### src/rtl/fpcvt_seq_ctrl_if.sv
// Handshake/result bundle for fpcvt_seq_ctrl.
// The master side is the sample source plus the result consumer.
// The slave side is the converter itself.
interface fpcvt_seq_ctrl_if;
    logic        in_valid;
    logic        in_ready;
    logic [11:0] in_d;
    logic        out_valid;
    logic        out_ready;
    logic        out_s;
    logic [2:0]  out_e;
    logic [3:0]  out_f;
    logic        busy;

    modport master (
        output in_valid,
        output in_d,
        output out_ready,
        input  in_ready,
        input  out_valid,
        input  out_s,
        input  out_e,
        input  out_f,
        input  busy
    );

    modport slave (
        input  in_valid,
        input  in_d,
        input  out_ready,
        output in_ready,
        output out_valid,
        output out_s,
        output out_e,
        output out_f,
        output busy
    );
endinterface

### src/rtl/fpcvt_seq_ctrl.sv
// fpcvt_seq_ctrl: sequential 12-bit two's-complement to 8-bit float converter.
// The result format is S, E[2:0], F[3:0], and its value is F * 2^E.
// Each accepted sample goes through normalise, then round, then present,
// with a valid/ready handshake on both sides.
// Optional macro FPCVT_FAST_NORM_EN: normalises in a single cycle with a
// priority encoder. When the macro is undefined, normalisation shifts left
// by one bit per cycle.
// HOLD_LAST=1 keeps the last result on out_s/out_e/out_f after the output
// handshake. HOLD_LAST=0 clears them when the block returns to IDLE.
module fpcvt_seq_ctrl #(
    parameter bit HOLD_LAST = 1'b1
) (
    input  logic            clk,
    input  logic            rst_n,
    fpcvt_seq_ctrl_if.slave bus
);

    typedef enum logic [1:0] {
        IDLE  = 2'd0,
        NORM  = 2'd1,
        ROUND = 2'd2,
        DONE  = 2'd3
    } state_t;

    state_t      state_q, state_d;
    logic        s_q, s_d;
    logic        sat_q, sat_d;
    logic [11:0] w_q, w_d;
    logic [2:0]  e_q, e_d;
    logic        out_s_q, out_s_d;
    logic [2:0]  out_e_q, out_e_d;
    logic [3:0]  out_f_q, out_f_d;

    logic [11:0] mag;
    logic [3:0]  f0;
    logic        rnd;

`ifdef FPCVT_FAST_NORM_EN
    // Shift that moves the leading one of m up to bit 10, capped at 7.
    // Bit 11 is only set for -2048, and that value never reaches NORM.
    function automatic logic [2:0] norm_shift(input logic [11:0] m);
        logic [2:0] k;
        k = 3'd7;
        for (int unsigned i = 4; i <= 10; i++) begin
            if (m[i]) begin
                k = 3'(10 - i);
            end
        end
        return k;
    endfunction

    logic [2:0] k_fast;
    assign k_fast = norm_shift(w_q);
`endif

    // Magnitude of the incoming sample.
    // -2048 wraps back to 12'h800, and that value is handled by the sat path.
    always_comb begin
        mag = bus.in_d[11] ? (~bus.in_d + 12'd1) : bus.in_d;
    end

    assign f0  = w_q[10:7];
    assign rnd = w_q[6];

    assign bus.in_ready  = (state_q == IDLE);
    assign bus.out_valid = (state_q == DONE);
    assign bus.busy      = (state_q != IDLE);
    assign bus.out_s     = out_s_q;
    assign bus.out_e     = out_e_q;
    assign bus.out_f     = out_f_q;

    // Next-state and datapath updates for capture, normalise, round and present.
    always_comb begin
        state_d = state_q;
        s_d     = s_q;
        sat_d   = sat_q;
        w_d     = w_q;
        e_d     = e_q;
        out_s_d = out_s_q;
        out_e_d = out_e_q;
        out_f_d = out_f_q;

        unique case (state_q)
            IDLE: begin
                if (bus.in_valid) begin
                    s_d = bus.in_d[11];
                    w_d = mag;
                    e_d = 3'd7;
                    if (bus.in_d == 12'h800) begin
                        sat_d   = 1'b1;
                        state_d = ROUND;
                    end else begin
                        state_d = NORM;
                    end
                end
            end

            NORM: begin
`ifdef FPCVT_FAST_NORM_EN
                // Gives the same w/e as the iterative loop, but in one step.
                w_d     = w_q << k_fast;
                e_d     = 3'd7 - k_fast;
                state_d = ROUND;
`else
                if (w_q[10] || (e_q == 3'd0)) begin
                    state_d = ROUND;
                end else begin
                    w_d = w_q << 1;
                    e_d = e_q - 3'd1;
                end
`endif
            end

            ROUND: begin
                out_s_d = s_q;
                if (sat_q) begin
                    out_e_d = 3'd7;
                    out_f_d = 4'hF;
                end else if (!rnd) begin
                    out_e_d = e_q;
                    out_f_d = f0;
                end else if (f0 != 4'hF) begin
                    out_e_d = e_q;
                    out_f_d = f0 + 4'd1;
                end else if (e_q != 3'd7) begin
                    // A carry out of the significand renormalises to 1000.
                    out_e_d = e_q + 3'd1;
                    out_f_d = 4'b1000;
                end else begin
                    out_e_d = 3'd7;
                    out_f_d = 4'hF;
                end
                state_d = DONE;
            end

            DONE: begin
                if (bus.out_ready) begin
                    sat_d   = 1'b0;
                    state_d = IDLE;
                    if (!HOLD_LAST) begin
                        out_s_d = 1'b0;
                        out_e_d = '0;
                        out_f_d = '0;
                    end
                end
            end

            default: begin
                state_d = IDLE;
            end
        endcase
    end

    // State and datapath registers.
    // An asynchronous reset discards any transaction that is in flight.
    always_ff @(posedge clk or negedge rst_n) begin
        if (!rst_n) begin
            state_q <= IDLE;
            s_q     <= 1'b0;
            sat_q   <= 1'b0;
            w_q     <= '0;
            e_q     <= '0;
            out_s_q <= 1'b0;
            out_e_q <= '0;
            out_f_q <= '0;
        end else begin
            state_q <= state_d;
            s_q     <= s_d;
            sat_q   <= sat_d;
            w_q     <= w_d;
            e_q     <= e_d;
            out_s_q <= out_s_d;
            out_e_q <= out_e_d;
            out_f_q <= out_f_d;
        end
    end

endmodule
### src/flat_wrapper.sv
// flat-port wrapper written by rule: the top's interface ports become plain ports
module fpcvt_seq_ctrl_flat 
#(
    parameter bit HOLD_LAST = 1'b1
)
  (clk, rst_n, bus_in_valid, bus_in_d, bus_out_ready, bus_in_ready, bus_out_valid, bus_out_s, bus_out_e, bus_out_f, bus_busy);
  fpcvt_seq_ctrl_if bus_i ();
  input  logic clk;
  input  logic rst_n;
  input wire logic [$bits(bus_i.in_valid)-1:0] bus_in_valid;
  input wire logic [$bits(bus_i.in_d)-1:0] bus_in_d;
  input wire logic [$bits(bus_i.out_ready)-1:0] bus_out_ready;
  output wire logic [$bits(bus_i.in_ready)-1:0] bus_in_ready;
  output wire logic [$bits(bus_i.out_valid)-1:0] bus_out_valid;
  output wire logic [$bits(bus_i.out_s)-1:0] bus_out_s;
  output wire logic [$bits(bus_i.out_e)-1:0] bus_out_e;
  output wire logic [$bits(bus_i.out_f)-1:0] bus_out_f;
  output wire logic [$bits(bus_i.busy)-1:0] bus_busy;
  assign bus_i.in_valid = bus_in_valid;
  assign bus_i.in_d = bus_in_d;
  assign bus_i.out_ready = bus_out_ready;
  assign bus_in_ready = bus_i.in_ready;
  assign bus_out_valid = bus_i.out_valid;
  assign bus_out_s = bus_i.out_s;
  assign bus_out_e = bus_i.out_e;
  assign bus_out_f = bus_i.out_f;
  assign bus_busy = bus_i.busy;
  fpcvt_seq_ctrl #(.HOLD_LAST(HOLD_LAST)) u_core (.clk(clk), .rst_n(rst_n), .bus(bus_i));
endmodule
### config.mk
export PLATFORM = sky130hd
export DESIGN_NAME = fpcvt_seq_ctrl_flat
export DESIGN_NICKNAME = d
export VERILOG_FILES = /design/src/rtl/fpcvt_seq_ctrl_if.sv /design/src/rtl/fpcvt_seq_ctrl.sv /design/src/flat_wrapper.sv
export SDC_FILE = /design/constraint.sdc
export NUM_CORES = 1
export LEC_CHECK = 0
export CORE_UTILIZATION = 41
export DETAILED_ROUTE_END_ITERATION = 12
export GPL_TIMING_DRIVEN = 0
export PLACE_DENSITY = 0.61
export SKIP_CTS_REPAIR_TIMING = 1
export SLEW_MARGIN = 10
export SYNTH_ARGS = -nofsm -noshare
export SYNTH_HDL_FRONTEND = slang
export SYNTH_SLANG_ARGS = --single-unit
export TNS_END_PERCENT = 30
### constraint.sdc
create_clock -name clk -period 3 [get_ports clk]
set_clock_uncertainty 0.2 [all_clocks]
set_input_delay 0.3 -clock clk [delete_from_list [all_inputs] [get_ports clk]]
set_output_delay 0.3 -clock clk [all_outputs]
set_load 0.01 [all_outputs]
==> flow_summary.yaml <==
run_status:
  status: "completed"
critical_path:
  cpMostUsedCell: "inv_1"
  path_cells: "inv_1 > ha_1 > clkbuf_1 > inv_1 > clkdlybuf4s50_1"
  worstSetupEndpointType: "output pin"
  slowest_stage: "clkdlybuf4s50_1"
  ff2ff_path_depth: 6
  r2r-start: "u_core.state_q[1]"
  path_max_fanout: 10
  timing.rr.end: "u_core.w_q[3]"
  startpoint_type: "register"
  worstPathArrival_ps: 2070
  path_class: "reg -> out"
  cpPeakStageDelay_ps: 530
  worstPathRequired_ps: 2500
  r2r_slack_ps: 490
floorplanning:
  die_h_um: 66.5
  io-pin-count: 27
  die_area_mm2: 0.00442
  rows: 23
  fp.coreArea_mm2: 0.00400
  initial_core_util: 0.427
  die_w_um: 66.5
routing:
  route.detailed.drc: 0
  routedWlPerCell_um: 15.0
  firstDrtPassIters: 4
  finalWirelength_mm: 3.93
  drt_iter0_drc: 105
  ant_nets: 0
  via_per_inst: 5.61
  vias: 1471
layout:
  area_delta_synth_final_pct: 22.4
  drive_gt1_frac: 0.0896
  multiInputGateArea_um2: 980
  fin_cells: 262
  diodes: 0
  num-nets-final: 238
  fillers: 371
  ff_latch_area_um2: 651
  final_area_mm2: 0.00209
synth:
  ys_ff_latch: 26
  yosysWarnings: 0
  yosysSeqAreaShare: 0.381
  synth_edf_count: 0
  avgSynthCellArea_um2: 9.43
  synth_cell_types: 43
  yosys_most_used_dff: "dfrtp_1"
  ys_async_sr_fraction: 1.00
  synth_cells: 181
  syn_area_mm2: 0.00171
  synth_nets: 206
worst_hold_path:
  min_to: "u_core.s_q"
  hold_depth: 2
  min_path_type: "reg -> reg"
  hp-start: "u_core.s_q"
sta:
  rsz0062_at_grt: "no"
  period_needed_ps: 2570
  finalHoldViolCount: 0
  slew_headroom: 0.532
  fin_ws_ps: 429
  period_share: 0.857
  tns_ps: 0
  holdWs_ps: 293
  finalSetupViolCount: 0
  drv_slew: 0
  worst_pin_slew_ps: 696
  max_freq_mhz: 389
placement:
  dp_cells: 257
  dp_hpwl_mm: 3.00
  dp_slack_ps: 279
  port_buffers: 26
  place_area_mm2: 0.00203
  gp_congestion: 0.836
clocking:
  cts.clk_slew.worst_paths_ps: 90
  cts_tree: "yes"
  numCtsBuffers: 3
  clkLatencyLatePin_ps: 270
  root_buffer: "clkbuf_8"
  htree_levels: 1
  clock-sinks: 26
  cts_max_path_buffers: 2
global_routing:
  grt_pass1_wl_mm: 6.62
  antenna_found_initial: 0
  grt_overflow: 0
  grt_pass1_vias: 1415
  gr-usage-all-layers: 0.201
  grt_max_degree: 27
power_and_ir_drop:
  ir_drop_mv: 0.566
  power.density_mw_per_mm2: 866
  leakagePower_uw: 0.000849
run:
  maxCapViolations: 0
-- routing by layer --
metal | global-route usage | wire length, um | share of wire
met1 | 0.279 | 1960 | 0.50
met3 | 0.0360 | 104 | 0.026
met4 | 0.0426 | 52 | 0.013
met5 | 0 | 0 | 0
met2 | 0.324 | 1810 | 0.46
-- logic make-up after synthesis --
kind of cell,count (synthesis),share of synthesized area
AND/OR/NAND/NOR,63,0.221
AO/OA/AOI/OAI,43,0.169
flip-flops,26,0.381
buffers and inverters,20,0.0447
multiplexers,13,0.0821
adder cells (fa/ha/maj),9,0.0660
XOR/XNOR,7,0.0359
-- power breakdown --
part           switching, uW  internal [uW]
combinational            545            444
sequential              99.2            495
clock                    108            117
-- layout by cell type, fill, tap and decap left out, drive strengths merged, types with 3 or more instances in the layout --
| master | count |
|---|---|
| dfrtp | 26 |
| clkdlybuf4s50 | 25 |
| nor2 | 13 |
| a21oi | 12 |
| inv | 11 |
| o21ai | 11 |
| clkbuf | 11 |
| ha | 9 |
| mux2 | 8 |
| nand4 | 7 |
| nand2 | 7 |
| nand3 | 6 |
| nor2b | 5 |
| mux2i | 5 |
| o41ai | 5 |
| nand2b | 4 |
| a31oi | 4 |
| xor2 | 4 |
| nor3b | 4 |
| and4 | 3 |
| nand3b | 3 |
| nor3 | 3 |
| xnor2 | 3 |
| buf | 3 |
| nor4 | 3 |
-- metrics by stage --
stage / power [uW] / util
3_3_place_gp: 1560 / 0.507
2_1_floorplan: 1230 / -
3_5_place_dp: 1590 / 0.507
6_report: 1810 / 0.522
4_1_cts: 1820 / 0.521
5_1_grt: 1960 / 0.522
-- cells in the mapped netlist (2+ instances only) --
cell,count,area (um2)
xor2_1,4,35.0
nor2b_1,5,31.3
o21ai_0,11,55.1
ha_1,9,113
nor4_1,2,12.5
mux2i_1,5,50.1
o31ai_1,2,15.0
a31oi_1,4,25.0
xnor2_1,3,26.3
nand3_1,6,30.0
nor2_1,12,45.0
o41ai_1,3,26.3
o41ai_2,2,32.5
nor3b_1,4,30.0
a21oi_1,12,60.1
nand2_1,7,26.3
mux2_2,7,78.8
nor3_1,3,15.0
inv_1,11,41.3
and4_1,3,26.3
nand3b_1,3,22.5
o211ai_1,2,15.0
nand4_1,7,43.8
clkbuf_1,7,26.3
nand2b_1,4,25.0
dfrtp_1,26,651
-- flip-flops by register name (all words and copies together) (netlist names) --
name	count
u_core.s_q	1
u_core.e_q	3
u_core.bus.out_s	1
u_core.w_q	11
u_core.bus.out_e	3
u_core.sat_q	1
u_core.state_q	2
u_core.bus.out_f	4
-- worst max-delay path by stage --
stage	from	endpoint	depth (start not counted)
2_1_floorplan	u_core.state_q[0]	u_core.state_q[0]	7
3_3_place_gp	bus_in_d[0]	u_core.w_q[10]	7
6_report	u_core.state_q[0]	bus_busy	5
4_1_cts	u_core.state_q[0]	bus_busy	5
3_5_place_dp	bus_in_d[0]	u_core.state_q[0]	7
5_1_grt	u_core.state_q[1]	u_core.w_q[1]	6
-- layout make-up --
cell class | instances | area share
buffer | 9 | 0.0168
clock buffer | 4 | 0.0263
inverter | 11 | 0.0198
multi-input combinational | 135 | 0.469
sequential | 26 | 0.311
tap | 50 | 0.0299
timing repair buffer | 27 | 0.127
-- worst max-delay path, delay by kind of cell (launching register included) --
kind                     cells  cell delay (ps)
adder cells (fa/ha/maj)      1              210
buffers and inverters        4             1170
flip-flops                   1              420
Note: power is estimated with default switching activity, not from simulation.
